==> src/rtl/pipeline_defs.sv <==
// Shared pipeline encodings: forwarding selects, hazard FSM states, decoder opcodes.
package pipeline_defs;

  localparam int unsigned FWD_W   = 2;
  localparam int unsigned STATE_W = 2;
  localparam int unsigned OPC_W   = 7;

  // E-stage operand source selects
  localparam logic [FWD_W-1:0] FWD_RF  = 2'b00;
  localparam logic [FWD_W-1:0] FWD_WB  = 2'b01;
  localparam logic [FWD_W-1:0] FWD_MEM = 2'b10;

  // Data-memory wait sequencer states
  typedef enum logic [STATE_W-1:0] {
    ST_RUN  = 2'd0,
    ST_WAIT = 2'd1,
    ST_ERR  = 2'd2
  } hz_state_e;

  // Major opcodes shared with the main decoder
  localparam logic [OPC_W-1:0] OPC_LOAD   = 7'b0000011;
  localparam logic [OPC_W-1:0] OPC_STORE  = 7'b0100011;
  localparam logic [OPC_W-1:0] OPC_RTYPE  = 7'b0110011;
  localparam logic [OPC_W-1:0] OPC_ITYPE  = 7'b0010011;
  localparam logic [OPC_W-1:0] OPC_BRANCH = 7'b1100011;
  localparam logic [OPC_W-1:0] OPC_JAL    = 7'b1101111;
  localparam logic [OPC_W-1:0] OPC_JALR   = 7'b1100111;

endpackage

==> src/rtl/forwarding_unit.sv <==
// Selects the E-stage source for one operand: M result beats W result beats regfile.
module forwarding_unit
  import pipeline_defs::*;
#(
  parameter int unsigned REG_AW = 5
) (
  input  logic [REG_AW-1:0] rs_e_i,
  input  logic [REG_AW-1:0] rd_m_i,
  input  logic [REG_AW-1:0] rd_w_i,
  input  logic              reg_write_m_i,
  input  logic              reg_write_w_i,
  output logic [FWD_W-1:0]  fwd_sel_o
);

  // x0 is never forwarded; the younger (M) producer has priority
  always_comb begin
    fwd_sel_o = FWD_RF;
    if (rs_e_i != '0) begin
      if (reg_write_m_i && (rd_m_i == rs_e_i)) begin
        fwd_sel_o = FWD_MEM;
      end else if (reg_write_w_i && (rd_w_i == rs_e_i)) begin
        fwd_sel_o = FWD_WB;
      end
    end
  end

endmodule

==> src/rtl/pipeline_hazard_controller.sv <==
// Stall/flush sequencing, E-stage forwarding and dmem wait/timeout for the 5-stage pipeline.
module pipeline_hazard_controller
  import pipeline_defs::*;
#(
  parameter int unsigned REG_AW   = 5,
  parameter int unsigned MAX_WAIT = 255,
  parameter int unsigned WAIT_W   = 8,
  parameter int unsigned CNT_W    = 16
) (
  input  logic              clk,
  input  logic              rst_n,
  input  logic [REG_AW-1:0] rs1_d,
  input  logic [REG_AW-1:0] rs2_d,
  input  logic [REG_AW-1:0] rs1_e,
  input  logic [REG_AW-1:0] rs2_e,
  input  logic [REG_AW-1:0] rd_e,
  input  logic              result_src_e0,
  input  logic              pc_src_e,
  input  logic [REG_AW-1:0] rd_m,
  input  logic [REG_AW-1:0] rd_w,
  input  logic              reg_write_m,
  input  logic              reg_write_w,
  input  logic              mem_req_m,
  input  logic              dmem_ready,
  output logic              stall_f,
  output logic              stall_d,
  output logic              stall_e,
  output logic              stall_m,
  output logic              stall_w,
  output logic              flush_d,
  output logic              flush_e,
  output logic [FWD_W-1:0]  fwd_a_e,
  output logic [FWD_W-1:0]  fwd_b_e,
  output logic              dmem_timeout,
  output logic [CNT_W-1:0]  stall_cnt
);

  hz_state_e           state_q, state_d;
  logic [WAIT_W-1:0]   wait_cnt_q, wait_cnt_d;
  logic                timeout_q, timeout_d;
  logic [CNT_W-1:0]    stall_cnt_q, stall_cnt_d;

  logic [FWD_W-1:0]    fwd_a_raw, fwd_b_raw;
  logic                mem_hold_c;
  logic                load_use_c;

  forwarding_unit #(.REG_AW(REG_AW)) u_fwd_a (
    .rs_e_i        (rs1_e),
    .rd_m_i        (rd_m),
    .rd_w_i        (rd_w),
    .reg_write_m_i (reg_write_m),
    .reg_write_w_i (reg_write_w),
    .fwd_sel_o     (fwd_a_raw)
  );

  forwarding_unit #(.REG_AW(REG_AW)) u_fwd_b (
    .rs_e_i        (rs2_e),
    .rd_m_i        (rd_m),
    .rd_w_i        (rd_w),
    .reg_write_m_i (reg_write_m),
    .reg_write_w_i (reg_write_w),
    .fwd_sel_o     (fwd_b_raw)
  );

  // Hazard detection: pipeline freeze for dmem, and load-use against the D operands
  always_comb begin
    mem_hold_c = 1'b0;
    load_use_c = 1'b0;
    unique case (state_q)
      ST_RUN:  mem_hold_c = mem_req_m && !dmem_ready;
      ST_WAIT: mem_hold_c = !dmem_ready;
      ST_ERR:  mem_hold_c = 1'b1;
      default: mem_hold_c = 1'b0;
    endcase
    load_use_c = result_src_e0 && (rd_e != '0) && ((rd_e == rs1_d) || (rd_e == rs2_d));
  end

  // Priority: dmem freeze defers everything, then taken branch, then load-use bubble
  always_comb begin
    stall_f = 1'b0;
    stall_d = 1'b0;
    stall_e = 1'b0;
    stall_m = 1'b0;
    stall_w = 1'b0;
    flush_d = 1'b0;
    flush_e = 1'b0;
    fwd_a_e = FWD_RF;
    fwd_b_e = FWD_RF;
    if (rst_n) begin
      fwd_a_e = fwd_a_raw;
      fwd_b_e = fwd_b_raw;
      if (mem_hold_c) begin
        stall_f = 1'b1;
        stall_d = 1'b1;
        stall_e = 1'b1;
        stall_m = 1'b1;
        stall_w = 1'b1;
      end else if (pc_src_e) begin
        flush_d = 1'b1;
        flush_e = 1'b1;
      end else if (load_use_c) begin
        stall_f = 1'b1;
        stall_d = 1'b1;
        flush_e = 1'b1;
      end
    end
  end

  // Next state for the dmem wait sequencer and the stall performance counter
  always_comb begin
    state_d     = state_q;
    wait_cnt_d  = wait_cnt_q;
    timeout_d   = timeout_q;
    stall_cnt_d = stall_cnt_q;
    unique case (state_q)
      ST_RUN: begin
        if (mem_req_m && !dmem_ready) begin
          state_d    = ST_WAIT;
          wait_cnt_d = WAIT_W'(1);
        end
      end
      ST_WAIT: begin
        if (dmem_ready) begin
          state_d    = ST_RUN;
          wait_cnt_d = '0;
        end else if (wait_cnt_q == WAIT_W'(MAX_WAIT)) begin
          state_d   = ST_ERR;
          timeout_d = 1'b1;
        end else begin
          wait_cnt_d = wait_cnt_q + WAIT_W'(1);
        end
      end
      ST_ERR: begin
        state_d = ST_ERR;
      end
      default: begin
        state_d    = ST_RUN;
        wait_cnt_d = '0;
      end
    endcase
    if (stall_f && (stall_cnt_q != {CNT_W{1'b1}})) begin
      stall_cnt_d = stall_cnt_q + CNT_W'(1);
    end
  end

  // State and counter registers
  always_ff @(posedge clk or negedge rst_n) begin
    if (!rst_n) begin
      state_q     <= ST_RUN;
      wait_cnt_q  <= '0;
      timeout_q   <= 1'b0;
      stall_cnt_q <= '0;
    end else begin
      state_q     <= state_d;
      wait_cnt_q  <= wait_cnt_d;
      timeout_q   <= timeout_d;
      stall_cnt_q <= stall_cnt_d;
    end
  end

  assign dmem_timeout = timeout_q;
  assign stall_cnt    = stall_cnt_q;

endmodule

==> config.mk <==
export PLATFORM = sky130hd
export DESIGN_NAME = pipeline_hazard_controller
export DESIGN_NICKNAME = d
export VERILOG_FILES = /design/src/rtl/pipeline_defs.sv /design/src/rtl/forwarding_unit.sv /design/src/rtl/pipeline_hazard_controller.sv
export SDC_FILE = /design/constraint.sdc
export NUM_CORES = 1
export LEC_CHECK = 0
export CORE_ASPECT_RATIO = 1.1
export CORE_UTILIZATION = 40
export CTS_CLUSTER_SIZE = 10
export DETAILED_ROUTE_END_ITERATION = 10
export GPL_ROUTABILITY_DRIVEN = 0
export PLACE_DENSITY_LB_ADDON = 0.05
export SETUP_SLACK_MARGIN = 0.4
export SLEW_MARGIN = 25
export SYNTH_ARGS = -nofsm -noshare
export SYNTH_HDL_FRONTEND = slang
export SYNTH_SLANG_ARGS = --single-unit
==> constraint.sdc <==
create_clock -name clk -period 1.9 [get_ports clk]
set_input_delay 0.19 -clock clk [delete_from_list [all_inputs] [get_ports clk]]
set_output_delay 0.19 -clock clk [all_outputs]
set_load 0.02 [all_outputs]
==> metrics.md, run 1 <==
| Metric | Value |
|---|---|
| Inst Count DP | roughly 340 |
| CTS Hold Bufs | 0 |
| TritonCTS clock tree | built |
| Maximum vdd drop | roughly 320 uV |
| Fin. max-slew vios | 0 |
| Io pins | between 70 and 80 |
| DR vias | 1912 |
| Core Rows | 25 |
| Die Y | a little over 70 um |
| Worst rel slew slack | roughly 67% |
| Vias in the first global route | ~2000 |
| Hold Slack | -0.00303 ns |
| CTS buffer count | 3 |
| Final HPWL DP | between 3000 and 4000 um |
| Gate Count Post-Synth | 192 |
| Syn nets | about 240 |
| Synth Area in Simple Gates | 25.0% |
| CTS root buffer | clkbuf_8 |
| Fin crit period | between 1.5 and 2 ns |
| PwrDens | ~550 nW/um2 |
| WL final | roughly 5700 um |
| Area grow syn2layout | 89.8% |
| Fraction of registers with async set/reset | 100% |
| Largest net degree at the start of global routing | 24 |
| Antenna violations before repair | 0 |
| Post-synthesis adder-cell area fraction | around 1.4% |
| Seq/Total Area, Yosys | 37.2% |
| Top FF cell, synth | dfrtp_1 |
| Worst-case clock buffer depth | 2 |
| Peak fanout along the critical path | 7 |
| Yosys cell types | 42 |
| WS Path Type | register to register |
| Starting density of the core | about 42% |
| #FFs+latches synth | 27 |
| Layout Utilization | roughly 80% |
| 1st-pass router iterations | 7 |
| Failing checks | hold timing |
| Total track usage | 22.2% |
| Max cap viols | 0 |
| Final hold violation count | 4 |
| Via density | about 5 |
| Core Region | 4320 um2 |
| EDFF count, synth | 0 |
| Skew-Pair Late Insertion Delay | about 0.27 ns |
| CP Cell Sequence | or2_4 -> o21a_4 -> o22ai_4 -> buf_12 -> buf_8 -> nand2_4 -> mux2_4 |
| Worst Clk Skew | between 0.003 and 0.004 ns |
| # H-tree levels | 1 |
| Crit path largest cell delay | 0.41 ns |
| PortBufs | 70 |
| Post-Synth XOR/XNOR Area | between 20% and 30% |
| HP Class | input pin to async pin |
| Syn Area/Cell | 9.47 um2 |
| Initial DRC Count | between 80 and 90 |
| Post-DR wirelength/cell | 15.1 um |
| Grt ovf | 0 |
| Leak | around 1.7 nW |
| RSZ-0062 raised after global routing | true |
| Status | finished with violations |
| Final worst-path cycle share | a little over nine tenths |
| Compound-Gate Fraction of Synth Area | under 10% |
| Finished Layout Cells | around 380 |
| Setup violations, final | 0 |
| Crit start category | register |
| Most frequent cells in the layout | 48 x buf_4, 26 x buf_6, 22 x xor2_1 |
| Mux contribution to synthesized area | less than 1% |
| Slowest CP cell | dfrtp_1 |
| YS warnings | 0 |
| Post-route ant nets | 0 |
| Die ar. | just under 5000 um2 |
| Max Freq | between 0.5 and 0.6 GHz |
| Layout cells sized above 1 | 49.7% |
| First-pass GRT wire length | approximately 8400 um |
| Worst-path clk slew | roughly 0.10 ns |
| Diodes inserted | 0 |
| Worst setup EP type | register |
| Die Width | ~66 um |
| Nets@finish | 368 |
| Slew @ Worst Pin | just under 0.5 ns |
| Synthesized area | between 1500 and 2000 um2 |
| Leading cell type in the layout, fill and taps excluded | buf_4 |
| CTS sink count | 27 |
| Largest family of logic cells by synthesized area | simple AND/OR/NAND/NOR gates |
| Post-route DRC | 0 |
| Worst EP required | 2.06 ns |
| Critical path arrival | just under 2 ns |
[critical path, delay by kind of cell (launching register included)]
family | cells | cell delay [ns]
flops | 1 | 0.41
buf+inv | 2 | 0.27
simple gates | 2 | 0.30
compound gates | 2 | 0.39
mux | 1 | 0.29
[final timing paths]
path	slack, ns	startpoint	endpoint	cells after the start
setup / recovery	0.12	state_q[1]	stall_cnt[1]	7
hold / removal	-0.003	rst_n	state_q[1]	2
setup reg to reg	0.12	state_q[1]	stall_cnt[1]	7
hold reg to reg	0.49	stall_cnt[14]	stall_cnt[14]	1
max in group asynchronous	1.44	rst_n	stall_cnt[10]	3
min in group clk	0.49	stall_cnt[14]	stall_cnt[14]	1
[synth_stat cells, types with 2 or more instances]
| master | n | share of area (%) |
|---|---|---|
| nor3_1 | 4 | 1.1 |
| and3_1 | 6 | 2.1 |
| nor3b_1 | 3 | 1.2 |
| nand2_1 | 13 | 2.7 |
| inv_1 | 6 | 1.2 |
| o21ai_0 | 3 | 0.83 |
| and4_1 | 3 | 1.4 |
| nand4_1 | 11 | 3.8 |
| nor4_1 | 4 | 1.4 |
| buf_4 | 3 | 1.2 |
| ha_1 | 2 | 1.4 |
| dfrtp_1 | 27 | 37 |
| a21oi_1 | 2 | 0.55 |
| and3_2 | 2 | 0.83 |
| nor2_1 | 15 | 3.1 |
| and2_1 | 3 | 1.0 |
| xor2_1 | 24 | 12 |
| or4_1 | 3 | 1.2 |
| nand3_1 | 11 | 3.0 |
| xnor2_1 | 25 | 12 |
[state kept, by name, indices dropped and copies added (netlist names)]
signal / cells
stall_cnt: 16
wait_cnt_q: 8
state_q: 2
dmem_timeout: 1
[area by class of cell]
| cell class | count | area [um2] |
|---|---|---|
| clock buffers | 4 | 45.0 |
| fillers | 276 | 866 |
| inverters | 6 | 22.5 |
| multi-input cells | 153 | 1410 |
| flip-flops and latches | 27 | 684 |
| well taps | 54 | 67.6 |
| repair buffers | 132 | 1220 |
[through the flow]
step	cell area, um2	setup slack, ns	power [W]	TNS [ns]
final	3450	0.117	0.00190	0
after detailed placement	2850	-0.465	0.00143	-7.39
after global routing	3450	0.0204	0.00199	0
after floorplan	1890	0.210	0.00105	0
after CTS	3170	0.162	0.00179	0
after global placement	2850	-0.461	0.00142	-6.90
[where the power goes]
part	switching, W	internal [W]	total (W)
Sequential	0.0000806	0.000639	0.000719
Clock	0.000179	0.000150	0.000329
Combinational	0.000411	0.000440	0.000851
[what timing repair did]
action | CTS | global route
endpoints found under the setup margin | 43 | 45
cloned | 1 | 0
resized for setup | 201 | 55
pin swaps | 47 | 32
setup buffers | 17 | 12
[per-layer routing]
layer  up-vias  global-route usage, %  wire length [um]
met2        65                   42.2              3120
met4         0                   5.67                53
met3         8                   3.13               240
met1       903                   25.7              2280
li1        936                      -                 -
met5         -                      0                 0
[logic make-up (layout without fill, tap and decap cells)]
kind of cell	count (synthesis)	after routing
buf+inv	12	142
xor+xnor	49	49
fa+ha+maj	2	2
simple gates	83	83
compound gates	18	18
mux	1	1
flops	27	27
Note: power is estimated with default switching activity, not from simulation.
==> run 2: changes to the inputs <==
- clock period: 1.9 -> 2.1 ns (I/O delays scaled with it)
==> run 2 against run 1 <==
  * The run now ends clean
  * Wire length down 13%
  * Die area unchanged
  * Worst hold slack better by 0.22 ns
  * Global-route usage down 2.2 points
  * Utilization down 7.0 points
  * Non-clock buffer count down 14
==> metrics.md, run 2 (synthesis results as in run 1) <==
| Metric | Value |
|---|---|
| Status | finished, final reports clean (was finished with violations) |
| RSZ-0062 raised after global routing | true (unchanged) |
| PwrDens | 526 nW/um2 (was 550 nW/um2) |
| Core Region | 4320 um2 (unchanged) |
| Post-route ant nets | 0 (unchanged) |
| Worst EP required | 2.26 ns (was 2.06 ns) |
| HP Class | input pin to async pin (unchanged) |
| First-pass GRT wire length | 7570 um (was 8360 um) |
| Reg-to-Reg Start | state_q[1] (unchanged) |
| Internal | 0.00110 W (was 0.00123 W) |
| Finished Layout Cells | 362 (was 376) |
| Final HPWL DP | 3420 um (was 3630 um) |
| Setup violations, final | 0 (unchanged) |
| Leak | 1.40 nW (was 1.69 nW) |
| Worst Clk Skew | 0.00298 ns (was 0.00347 ns) |
| Sw frac | 33.7% (was 35.3%) |
| Fin crit period | 1.79 ns (was 1.78 ns) |
| Clock network power share | 17.8% (was 17.3%) |
| Combinational group share of total power | 43.0% (was 44.8%) |
| Sequential cell area | 686 um2 (was 684 um2) |
| Final worst-path cycle share | 85.3% (was 93.8%) |
| Via density | 5.04 (was 5.09) |
| Critical path arrival | 1.95 ns (about the same) |
| CP Cell Sequence | or2_4 -> o21a_4 -> o22ai_4 -> buf_6 -> buf_12 -> nand4_1 -> xnor2_1 (was or2_4 -> o21a_4 -> o22ai_4 -> buf_12 -> buf_8 -> nand2_4 -> mux2_4) |
| # H-tree levels | 1 (unchanged) |
| Crit path largest cell delay | 0.40 ns (was 0.41 ns) |
| Slowest CP cell | dfrtp_1 (unchanged) |
| Post-Place Setup Slack | -0.315 ns (was -0.465 ns) |
| Fin. max-slew vios | 0 (unchanged) |
| Area grow syn2layout | 73.1% (was 89.8%) |
| Worst rel slew slack | 67.6% (was 67.0%) |
| Max FFs per register | 16 (unchanged) |
| Multi-input logic area | 1290 um2 (was 1410 um2) |
| Starting density of the core | 42.1% (unchanged) |
| Worst setup EP type | register (unchanged) |
| Tot Pwr | 0.00165 W (was 0.00190 W) |
| 1st-pass router iterations | 4 (was 7) |
| Net Sw Power | 0.000558 W (was 0.000671 W) |
| Setup_tns | 0 ns (unchanged) |
| Post-route DRC | 0 (unchanged) |
| PortBufs | 70 (unchanged) |
| Crit path depth | 7 (unchanged) |
| DR vias | 1826 (was 1912) |
| Worst R2R Path Depth | 7 (unchanged) |
| Final hold violation count | 0 (was 4) |
| Diodes inserted | 0 (unchanged) |
| Antenna violations before repair | 0 (unchanged) |
| Largest net degree at the start of global routing | 28 (was 24) |
| Nets@finish | 354 (was 368) |
| Worst-path clk slew | 0.09 ns (was 0.10 ns) |
| CTS Hold Bufs | 0 (unchanged) |
| Grt ovf | 0 (unchanged) |
| Crit path max-delay family | compound AO/OA/AOI/OAI gates (was flip-flops) |
| Max Freq | 0.558 GHz (was 0.561 GHz) |
| Vias in the first global route | 1730 (was 1972) |
| Die Y | 72.7 um (unchanged) |
| Crit start category | register (unchanged) |
| Max cap viols | 0 (unchanged) |
| CTS buffer count | 3 (unchanged) |
| CTS root buffer | clkbuf_8 (unchanged) |
| Worst Setup SP | state_q[1] (unchanged) |
| Initial DRC Count | 89 (was 86) |
| Die Width | 66.3 um (unchanged) |
| Inst Count DP | 338 (was 342) |
| Setup ws final | 0.309 ns (was 0.117 ns) |
| Leading cell type in the layout, fill and taps excluded | buf_4 (unchanged) |
| Io pins | 71 (unchanged) |
| Worst-case clock buffer depth | 2 (unchanged) |
| Worst R2R End | stall_cnt[4] (was stall_cnt[1]) |
| Critical Path Sink | stall_cnt[4] (was stall_cnt[1]) |
| Layout cells sized above 1 | 37.7% (was 49.7%) |
| R2R setup slack | 0.31 ns (was 0.12 ns) |
| Skew-Pair Late Insertion Delay | 0.27 ns (about the same) |
| Slew @ Worst Pin | 0.482 ns (was 0.491 ns) |
| TritonCTS clock tree | built (unchanged) |
| Filler cells | 338 (was 276) |
| WL final | 4940 um (was 5700 um) |
| WS Path Type | register to register (unchanged) |
| CP Buf/Inv Count | 2 (unchanged) |
| CTS sink count | 27 (unchanged) |
| Sequential power share | 39.2% (was 37.9%) |
| Post-DR wirelength/cell | 13.6 um (was 15.1 um) |
| Die ar. | 4820 um2 (unchanged) |
| Maximum vdd drop | 287 uV (was 317 uV) |
| Total track usage | 20.0% (was 22.2%) |
| Most frequent cells in the layout | 44 x buf_4, 26 x clkdlybuf4s50_1, 24 x xnor2_1 (was 48 x buf_4, 26 x buf_6, 22 x xor2_1) |
| Core Rows | 25 (unchanged) |
| Peak fanout along the critical path | 7 (unchanged) |
[run 2: cell count changes in the layout (fill, tap and decap cells not counted), moves of 4 or more]
cell	before	now
xnor2_2	5	1
buf_8	4	0
buf_4	48	44
buf_2	10	5
clkdlybuf4s50_1	11	26
clkdlybuf4s15_1	1	7
buf_6	26	9
nand2_1	9	13
xnor2_1	20	24
dlymetal6s2s_1	9	4
[run 2: cell type report]
class                      count  share of cell area [%]
tap                           54                    2.15
sequential                    27                    21.8
inverter                       6                   0.716
clock buffer                   4                    1.43
multi-input combinational    153                    41.0
timing repair buffer         118                    33.0
[run 2: worst register-to-register path, delay by kind of cell (launching register included)]
| family | cells | cell delay, ns |
|---|---|---|
| AO/OA/AOI/OAI | 2 | 0.47 |
| flip-flops | 1 | 0.40 |
| AND/OR/NAND/NOR | 2 | 0.34 |
| buffers and inverters | 2 | 0.31 |
| XOR/XNOR | 1 | 0.16 |
[run 2: through the flow]
| step | hold WS (ns) | instance area (um2) | util (%) |
|---|---|---|---|
| final | 0.219 | 3150 | 72.9 |
| after global routing | 0.251 | 3150 | 72.9 |
| after CTS | 0.223 | 2940 | 68.2 |
| after detailed placement | 0.451 | 2780 | 64.4 |
| after global placement | 0.451 | 2780 | 64.4 |
| after floorplan | -0.0856 | 1850 | - |
[run 2: worst min path at each step]
| stage | from | slack, ns | depth (start not counted) | endpoint |
|---|---|---|---|---|
| finish | rst_n | 0.22 | 2 | wait_cnt_q[5] |
| global route | rst_n | 0.25 | 2 | wait_cnt_q[5] |
| CTS | rst_n | 0.22 | 2 | stall_cnt[6] |
| detailed placement | dmem_timeout | 0.45 | 1 | dmem_timeout |
| global placement | dmem_timeout | 0.45 | 1 | dmem_timeout |
| floorplan | rst_n | -0.09 | 0 | dmem_timeout |
[run 2: repair_timing]
| action | in CTS | in global routing |
|---|---|---|
| endpoints found under the setup margin | 34 | 34 |
| pin swaps | 33 | 36 |
| setup buffers | 5 | 15 |
| endpoints found under the hold margin | 0 | 0 |
| gates resized for setup | 119 | 34 |
[run 2: routing by layer]
metal	track usage, %	vias to the layer above	wire [um]	share of wire, %
met1	25.4	859	2140	43
met4	4.96	0	32	0.65
met5	0	-	0	0
met3	2.66	2	243	4.9
li1	-	903	-	-
met2	35.5	62	2520	51
[run 2: power by group through the flow]
| stage | combinational (W) | sequential (W) | clock, W |
|---|---|---|---|
| after floorplan | 0.000227 | 0.000710 | 0 |
| after global placement | 0.000569 | 0.000669 | 0 |
| after detailed placement | 0.000579 | 0.000673 | 0 |
| after CTS | 0.000596 | 0.000662 | 0.000303 |
| after global routing | 0.000759 | 0.000662 | 0.000325 |
| final | 0.000711 | 0.000649 | 0.000294 |
==> run 3: changes to the inputs <==
- CTS_BUF_LIST: not set -> sky130_fd_sc_hd__clkbuf_16
- clock period: 2.1 -> 2.3 ns (I/O delays scaled with it)
==> run 3 against run 2 <==
  * Setup slack improved by 0.13 ns
  * Register-to-register slack improved by 0.17 ns
  * Sequential power fell by 7.4%
  * Clock skew rose by 0.00067 ns
  * Largest power group is now sequential cells
  * Critical endpoint is now fwd_b_e[1]
  * Total power fell by 8.5%
  * Sequential share of layout area rose by 1.1 points
  * Non-clock buffer count fell by 20
  * Global-route usage fell by 0.84 points
  * Clock-buffer cell count fell by 1
==> metrics.md, run 3 (synthesis results as in run 1) <==
| Metric | Value |
|---|---|
| Slew @ Worst Pin | 0.490 ns (was 0.482 ns) |
| Io pins | 71 (unchanged) |
| Max Freq | between 0.5 and 0.6 GHz |
| TritonCTS clock tree | built (unchanged) |
| PortBufs | 70 (unchanged) |
| Via density | 5.10 (was 5.04) |
| Post-route DRC | 0 (unchanged) |
| Worst rel slew slack | 67.1% (was 67.6%) |
| WS Path Type | input pin to output pin (was register to register) |
| Skew-Pair Late Insertion Delay | 0.26 ns (was 0.27 ns) |
| 1st-pass router iterations | 4 (unchanged) |
| Die Y | 72.7 um (unchanged) |
| WL final | 4470 um (was 4940 um) |
| Layout Utilization | 68.6% (was 72.9%) |
| # H-tree levels | 1 (unchanged) |
| Post-route ant nets | 0 (unchanged) |
| Final HPWL DP | 3530 um (was 3420 um) |
| Die ar. | 4820 um2 (unchanged) |
| Maximum vdd drop | 294 uV (was 287 uV) |
| Initial DRC Count | 72 (was 89) |
| DR vias | 1745 (was 1826) |
| Max cap viols | 0 (unchanged) |
| Sequential cell area | 678 um2 (was 686 um2) |
| Setup violations, final | 0 (unchanged) |
| Core Region | 4320 um2 (unchanged) |
| Worst-case clock buffer depth | 2 (unchanged) |
| Tot Pwr | 0.00151 W (was 0.00165 W) |
| Filler cells | 377 (was 338) |
| Starting density of the core | 42.1% (unchanged) |
| Post-DR wirelength/cell | 13.1 um (was 13.6 um) |
| Worst R2R Path Depth | 6 (was 7) |
| Leading cell type in the layout, fill and taps excluded | clkdlybuf4s50_1 (was buf_4) |
| Antenna violations before repair | 0 (unchanged) |
| Nets@finish | 334 (was 354) |
| Leak | 1.35 nW (was 1.40 nW) |
| Vias in the first global route | 1689 (was 1730) |
| Diodes inserted | 0 (unchanged) |
| Clock network power share | 25.6% (was 17.8%) |
| Die Width | 66.3 um (unchanged) |
| Grt ovf | 0 (unchanged) |
| Sequential power share | 39.7% (was 39.2%) |
| Net Sw Power | 0.000478 W (was 0.000558 W) |
| CTS root buffer | clkbuf_16 (was clkbuf_8) |
| Core Rows | 25 (unchanged) |
| Critical path arrival | 1.63 ns (was 1.95 ns) |
| Worst-path clk slew | 0.07 ns (was 0.09 ns) |
| Fin crit period | ~1.9 ns |
| Internal | 0.00104 W (was 0.00110 W) |
| Worst Clk Skew | 0.00364 ns (was 0.00298 ns) |
| Sw frac | 31.6% (was 33.7%) |
| Worst EP required | 2.07 ns (was 2.26 ns) |
| PwrDens | 511 nW/um2 (was 526 nW/um2) |
| Combinational group share of total power | 34.7% (was 43.0%) |
| Most frequent cells in the layout | 37 x clkdlybuf4s50_1, 29 x buf_4, 25 x xnor2_1, 25 x dfrtp_1, 24 x xor2_1 (was 44 x buf_4, 26 x clkdlybuf4s50_1, 24 x xnor2_1) |
| HP Class | input pin to async pin (unchanged) |
| Final worst-path cycle share | 80.9% |
| Max FFs per register | 16 (unchanged) |
| RSZ-0062 raised after global routing | true (unchanged) |
| Reg-to-Reg Start | state_q[1] (unchanged) |
| Crit start category | input pin (was register) |
| R2R setup slack | 0.48 ns (was 0.31 ns) |
| Worst setup EP type | output pin (was register) |
| Area grow syn2layout | 62.8% (was 73.1%) |
| CTS Hold Bufs | 0 (unchanged) |
| Multi-input logic area | 1200 um2 (was 1290 um2) |
| Largest net degree at the start of global routing | 28 (unchanged) |
| First-pass GRT wire length | 7200 um (was 7570 um) |
| Peak fanout along the critical path | 2 (was 7) |
| CTS buffer count | 3 (unchanged) |
| Fin. max-slew vios | 0 (unchanged) |
| Final hold violation count | 0 (unchanged) |
| Total track usage | 19.2% (was 20.0%) |
| Layout cells sized above 1 | 25.0% (was 37.7%) |
| CTS sink count | 27 (unchanged) |
| Status | finished, final reports clean (unchanged) |
| Worst R2R End | stall_cnt[1] (was stall_cnt[4]) |
## run 3: cell type report
type | instances | area share (%)
inverter | 6 | 0.761
tap | 54 | 2.28
sequential | 27 | 22.9
clock inverter | 1 | 0.127
clock buffer | 3 | 2.54
multi-input combinational | 153 | 40.6
timing repair buffer | 98 | 30.8
## run 3: critical path: stages
cell             delay, ns
clkdlybuf4s50_1       0.43
xor2_1                0.17
nor4_1                0.24
and3_1                0.22
nor3b_2               0.17
buf_4                 0.16
## run 3: worst max path at each step
| stage | start | to |
|---|---|---|
| 5_1_grt | rs2_e[4] | fwd_b_e[1] |
| 3_3_place_gp | rd_e[2] | stall_d |
| 6_report | rs2_e[4] | fwd_b_e[1] |
| 2_1_floorplan | stall_cnt[9] | stall_cnt[1] |
| 4_1_cts | rd_m[2] | fwd_b_e[1] |
| 3_5_place_dp | rd_e[0] | flush_e |
## run 3: power by group through the flow
| stage | sequential [W] | clock [W] | combinational [W] |
|---|---|---|---|
| finish | 0.000601 | 0.000388 | 0.000525 |
| floorplan | 0.000642 | 0 | 0.000199 |
| global placement | 0.000606 | 0 | 0.000503 |
| global route | 0.000611 | 0.000417 | 0.000571 |
| CTS | 0.000598 | 0.000396 | 0.000509 |
| detailed placement | 0.000606 | 0 | 0.000508 |
## run 3: per-layer routing
layer | GRT usage (%) | up-vias | share of wire [%]
li1 | - | 871 | -
met1 | 22.7 | 806 | 41
met2 | 34.7 | 63 | 51
met3 | 4.06 | 5 | 6.6
met4 | 4.96 | 0 | 1.1
met5 | 0 | - | 0
## run 3: what timing repair did
item                                    4_1_cts  5_1_grt
pin swaps                                     7       18
cloned                                        0        0
gates resized for setup                      68       38
buffers inserted                              2        4
endpoints found under the setup margin       22       21
## run 3: metrics by stage
step / hold slack [ns] / worst slack [ns] / cell area [um2] / std cells / TNS (ns)
after floorplan: -0.0656 / 0.463 / 1820 / 192 / 0
after global placement: 0.457 / -0.152 / 2710 / 332 / -0.882
after detailed placement: 0.462 / -0.177 / 2710 / 332 / -0.854
after CTS: 0.486 / 0.316 / 2800 / 338 / 0
after global routing: 0.135 / 0.343 / 2960 / 342 / 0
final: 0.0873 / 0.439 / 2960 / 342 / 0
